**config.mk**
```make
export PLATFORM = sky130hd
export DESIGN_NAME = loc_walk_datapath
export DESIGN_NICKNAME = d
export VERILOG_FILES = /design/src/rtl/loc_walk_datapath.sv
export SDC_FILE = /design/constraint.sdc
export NUM_CORES = 2
export LEC_CHECK = 0
export CAP_MARGIN = 10
export CORE_MARGIN = 3
export CORE_UTILIZATION = 53
export CTS_BUF_LIST = sky130_fd_sc_hd__clkbuf_8
export CTS_CLUSTER_DIAMETER = 200
export CTS_CLUSTER_SIZE = 20
export DETAILED_ROUTE_END_ITERATION = 12
export GPL_TIMING_DRIVEN = 0
export MAX_ROUTING_LAYER = met4
export PLACE_DENSITY = 0.68
export SETUP_SLACK_MARGIN = 0.4
export SYNTH_ARGS = -nofsm -noshare
export SYNTH_HDL_FRONTEND = slang
export SYNTH_SLANG_ARGS = --single-unit
```
**constraint.sdc**
```tcl
create_clock -name clk -period 7.5 [get_ports clk]
set_input_delay 1.5 -clock clk [delete_from_list [all_inputs] [get_ports clk]]
set_output_delay 1.5 -clock clk [all_outputs]
set_load 0.02 [all_outputs]
```
**src/rtl/loc_walk_datapath.sv**
```systemverilog
// Grid walker datapath: 4-bit x/y location registers, single-step adder, LIFO of visited cells.
// Optional per-clock trace print enabled by defining LOC_DP_TRACE_EN.
module loc_walk_datapath #(
   parameter int DEPTH = 256
) (
   input  logic       clk,
   input  logic       rst,
   input  logic       rgLd,
   input  logic [1:0] dir,
   input  logic       push,
   input  logic       pop,
   input  logic       adderEn,
   output logic       cntReach,
   output logic       empStck,
   output logic [7:0] nxtLoc,
   output logic [7:0] curLoc
);

   localparam int AW = $clog2(DEPTH);
   localparam int PW = AW + 1;

   logic [3:0] xr;
   logic [3:0] yr;
   logic       sl;
   logic [3:0] sel;
   logic [3:0] addend;
   logic [3:0] sum;
   logic [7:0] stepped;

   logic [7:0]    mem [DEPTH];
   logic [PW-1:0] ptr;
   logic [AW-1:0] widx;
   logic [AW-1:0] ridx;
   logic [7:0]    top;
   logic          full;
   logic          do_push;
   logic          do_pop;

   assign curLoc = {xr, yr};

   assign sl  = dir[1] ^ dir[0];
   assign sel = sl ? xr : yr;

   always_comb begin
      addend = 4'h0;
      unique case (dir[0])
         1'b1: addend = 4'h1;
         1'b0: addend = 4'hF;
      endcase
   end

   assign sum      = adderEn ? (sel + addend) : 4'h0;
   assign cntReach = ((sel + {3'b000, dir[0]}) == 4'h0);
   assign stepped  = sl ? {sum, yr} : {xr, sum};

   assign empStck = (ptr == '0);
   assign full    = (ptr == PW'(DEPTH));
   assign widx    = ptr[AW-1:0];
   assign ridx    = AW'(ptr - PW'(1));
   assign top     = empStck ? 8'h00 : mem[ridx];

   // pop beats push; both ignored at the stack boundaries
   assign do_pop  = pop && !empStck;
   assign do_push = push && !pop && !full;

   always_comb begin
      nxtLoc = curLoc;
      if (rst)
         nxtLoc = 8'h00;
      else if (pop)
         nxtLoc = top;
      else if (adderEn)
         nxtLoc = stepped;
   end

   always_ff @(posedge clk) begin
      if (rst) begin
         xr <= 4'h0;
         yr <= 4'h0;
      end else if (rgLd) begin
         xr <= nxtLoc[7:4];
         yr <= nxtLoc[3:0];
      end
   end

   always_ff @(posedge clk) begin
      if (rst)
         ptr <= '0;
      else if (do_pop)
         ptr <= ptr - PW'(1);
      else if (do_push)
         ptr <= ptr + PW'(1);
   end

   always_ff @(posedge clk) begin
      if (!rst && do_push)
         mem[widx] <= curLoc;
   end

`ifdef LOC_DP_TRACE_EN
   always @(posedge clk) begin
      $display("loc_dp: curLoc=%b nxtLoc=%b dir=%b adderEn=%b sl=%b sel=%b",
               curLoc, nxtLoc, dir, adderEn, sl, sel);
   end
`else
`endif

endmodule

```
After elaboration in Yosys (flattened, before gate mapping)
Memories as Yosys holds them, arrays and structs flattened. Index checks and enable logic that the tools add are counted.

Equal/unequal tests: 1. Mux-type cells: 11. Add/subtract/negate cells: 4. Bitwise gates (word level): 2. Reductions and logical operators: 11.

Operator list (number): $mux 8 (5); $mux 9 (2); $add 9x1->9 const B (1); $eq 9x9->1 const B (1); $logic_not 9->1 (1); $sub 9x1->9 const B (1); $pmux 4 s2 (1); $add 4x1->4 (1); $add 4x4->4 (1); $logic_and 1x1->1 (4); $logic_not 1->1 (4); $logic_not 4->1 (1); $mux 4 (1); $mux 1 (2); $reduce_bool 2->1 (1); $not 1->1 (1); $xor 1x1->1 (1).

Memory bits (writable): 2048. Register bits after elaboration: 17. Output and inout bits: 18. Memories: 1.

Memory list: mem (words 256, width 8, read ports 1, clocked after memory_dff 0, write ports 1, RTL line 30) `logic [7:0] mem [DEPTH];`.

Logic depth before layout (Yosys ltp)
Depth after elaboration: 7. Depth in mapped cells: 18.

Worst setup path before layout
OpenSTA, ideal clock, no wires.

Path kind: reg-to-output. From: register xr[0]. To: output port nxtLoc[2]. Arrival time: 5.829 ns. Stages on the path, launching flop included: 11. Required time: 6.000 ns. Path slack: 0.171 ns. Buffers on the path: 0. Cells stage by stage: dfxtp_1 -> mux2_2 -> inv_1 -> fa_1 -> xnor2_1 -> mux2i_1 -> nor2_1 -> nor2_1 -> o211ai_1 -> a32oi_1 -> nor2_1.

Cells in the longest elaborated chain, start to end: 6.

RTL lines: from (decl) (RTL line 22) `logic [3:0] xr;`; from (signal assigned) (RTL line 81) `xr <= nxtLoc[7:4];`; $mux 4 (RTL line 42) `assign sel = sl ? xr : yr;`; $add 4x4->4 (RTL line 52) `assign sum = adderEn ? (sel + addend) : 4'h0;`; $mux 8 (RTL line 54) `assign stepped = sl ? {sum, yr} : {xr, sum};`; $mux 8 (RTL line 72) `else if (adderEn)`; $mux 8 (RTL line 70) `else if (pop)`; $mux 8 (RTL line 68) `if (rst)`; to (decl) (RTL line 15) `output logic [7:0] nxtLoc,`.

No other way between the ends.

Worst setup path in the final report
From: register ptr[0]. To: output port nxtLoc[0].

Cells in the longest elaborated chain, start to end: 5.

RTL lines: from (decl) (RTL line 31) `logic [PW-1:0] ptr;`; from (signal assigned) (RTL line 90) `ptr <= ptr - PW'(1);`; from (signal assigned) (RTL line 92) `ptr <= ptr + PW'(1);`; $sub 9x1->9; $mem_v2 256x8; $mux 8 * (RTL line 60) `assign top = empStck ? 8'h00 : mem[ridx];`; $mux 8 * (RTL line 70); $mux 8 * (RTL line 68).

Every way passes the cells marked *; elsewhere a longest branch is shown, timed or not.

==> impl_metrics.tcl <==
set metrics [dict create \
    status "finished clean" \
    holdBufCountCts 0 \
    hold_viol 0 \
    seq_area_frac_synth_pct 75.9 \
    dp_hpwl_um 208000 \
    cp.arrival_ns 5.75 \
    grt_max_degree 100 \
    nNetsFinal 4307 \
    core_area_um2 152000 \
    initialDrtViolationCount 9782 \
    setup_viol 0 \
    synth.net_count 4087 \
    async_flop_share_pct 0 \
    dp_cells 6171 \
    synth_area_um2 81400 \
    ys_types 79 \
    area_growth_pct 10.0 \
    cts-root-buf "clkbuf_8" \
    yosysTopAreaCell "edfxtp_1" \
    die_y_um 398 \
    drive_above_1_share_pct 24.7 \
    ys_warn_count 0 \
    fin_crit_ns 7.25 \
    vias 46594 \
    die_area_um2 158000 \
    rsz0062_at_grt "true" \
    vias_per_cell 7.29 \
    cp.required_ns 6.00 \
    ys_seq_elements 2065 \
    path_cells "buf_12, buf_16, buf_16, buf_16, clkinv_16, ha_4, buf_12, buf_12, clkbuf_16, buf_4, mux4_2, mux2i_1, mux2i_1, mux2i_1, mux2i_1, o2111ai_4, a21oi_1, dlygate4sd2_1" \
    cp_slowest_stage_delay_ns 0.46 \
    firstDrtPassIters 9 \
    placementRows 143 \
    cts_sinks 2065 \
    tightest_slew_ns 1.40 \
    mostFrequentLayoutCells "edfxtp_1, mux4_2, nand2_1" \
    port-buffer-count 24 \
    drc 0 \
    final_util_pct 58.8 \
    grt_antenna_before_repair 34 \
    max-slew-margin-rel_pct 6.07 \
    cp_common_cell "mux2i_1" \
    end_kind "primary output" \
    syn_inst 4070 \
    clk_path_buf_depth 3 \
    io_pins 26 \
    syn_area_per_cell_um2 20.0 \
    finClkSkew_ns 0.0758 \
    synth_edf_count 2048 \
    stdcell_area_um2 89600 \
    layout_commonest_cell "edfxtp_1" \
    startpoint_type "flop" \
    routedWlPerCell_um 49.6 \
    worst_path_max_delay_cell "dfxtp_4" \
    start_util_pct 53.5 \
    grt_pass1_wl_um 411000 \
    grt_pass1_vias 42905 \
    finalNonFillerCells 6391 \
    synth-main-ff-cell "edfxtp_1" \
    htreeDepth 3 \
    placed_cell_area_um2 85400 \
    cap_violations 0 \
    cts_made_buffers 113 \
    die_w_um 398 \
    ant_nets 0 \
    yosys.area.top_type_share_pct 75.5 \
    cts_tree "yes" \
    slew_viol_final 0 \
    fmax_mhz 138 \
    finalCritPeriodShare_pct 96.7 \
    gp_congestion 1.06 \
    hold_slack_ns 0.573 \
    cts.clk_slew.worst_paths_ns 0.15 \
    clk_latency_ns 0.98 \
    grt-ovfl-total 0 \
    track_usage_pct 41.7 \
    cp_max_fo 10 \
    hold_class "reg -> reg" \
    crit_type "reg -> out" \
    synth.area.top_cells "edfxtp_1, mux4_2, nand2_1" \
    ff2ff_setup_slack_ns 1.60 \
    finalWirelength_um 317000 \
]
[synthesized netlist by cell type, drive strengths merged, types with 4 or more instances]
master     n
o22ai     22
edfxtp  2048
a21oi     47
nand2    394
mux2       4
xnor2     13
and3      30
dfxtp     17
inv        7
a311oi    14
nand3    109
a32oi      7
nor3      18
xor2       5
clkbuf    83
a31oi     26
buf      156
o21ai     22
nor4      14
o211ai     5
a21o       4
a211oi    17
mux4     524
nor2     323
ha         8
mux2i     75
nand4     10
nor2b      9
[critical path: cells and delay by family, from the launching register on]
family,cells,cell delay [ns]
adder cells (fa/ha/maj),1,0.37
buffers and inverters,10,1.88
flip-flops,1,0.46
AO/OA/AOI/OAI,2,0.55
multiplexers,5,1.38
[cells by family (layout without fill, tap and decap cells)]
kind of cell | Yosys count | count (layout) | synth area share, %
flops | 2065 | 2065 | 75.9
compound gates | 200 | 200 | 1.74
simple gates | 927 | 927 | 4.81
buf+inv | 248 | 496 | 1.70
fa+ha+maj | 9 | 9 | 0.147
mux | 603 | 603 | 15.5
xor+xnor | 18 | 18 | 0.203
other cells | 0 | 43 | 0
[final cells by class]
class / count / area, um2
diodes: 43 / 108
plain buffers: 239 / 2610
clock buffers: 116 / 1600
clock inverters: 27 / 140
fillers: 10972 / 62700
inverters: 9 / 60.1
multi-input cells: 1757 / 19000
flip-flops and latches: 2065 / 61900
well taps: 2030 / 2540
repair buffers: 105 / 1610
[layer usage]
metal	part of all wire, %	global-route usage [%]	routed length [um]	vias up
met2	43	57.1	137000	4391
met5	0	-	0	-
met3	16	16.1	49200	893
li1	-	-	-	16888
met1	34	53.5	108000	24422
met4	7.0	23.3	22000	0
[state kept, by name, indices dropped and copies added, names as in the netlist]
register / cells
xr: 4
ptr: 9
yr: 4
mem: 2048
[worst paths after layout]
check / end / from / cells past startpoint
max: nxtLoc[0] / ptr[0] / 18
min: xr[3] / xr[3] / 2
max reg2reg: mem[166][4] / ptr[0] / 17
min reg2reg: xr[3] / xr[3] / 2
[what timing repair did]
action	CTS	global route
pin swaps	26	1
setup endpoints to repair	1158	5
gates resized for setup	433	8
setup buffers	33	0
endpoints found under the hold margin	0	0
[stage by stage]
step           TNS [ns]  worst slack, ns
3_5_place_dp     -37.17            -3.05
6_report              0            0.246
3_3_place_gp   -1309.04            -5.89
4_1_cts               0            0.394
2_1_floorplan         0            0.406
5_1_grt               0            0.350
Power is not shown: default switching activity piles up to over one toggle a cycle in this logic, so the estimate is an artifact.
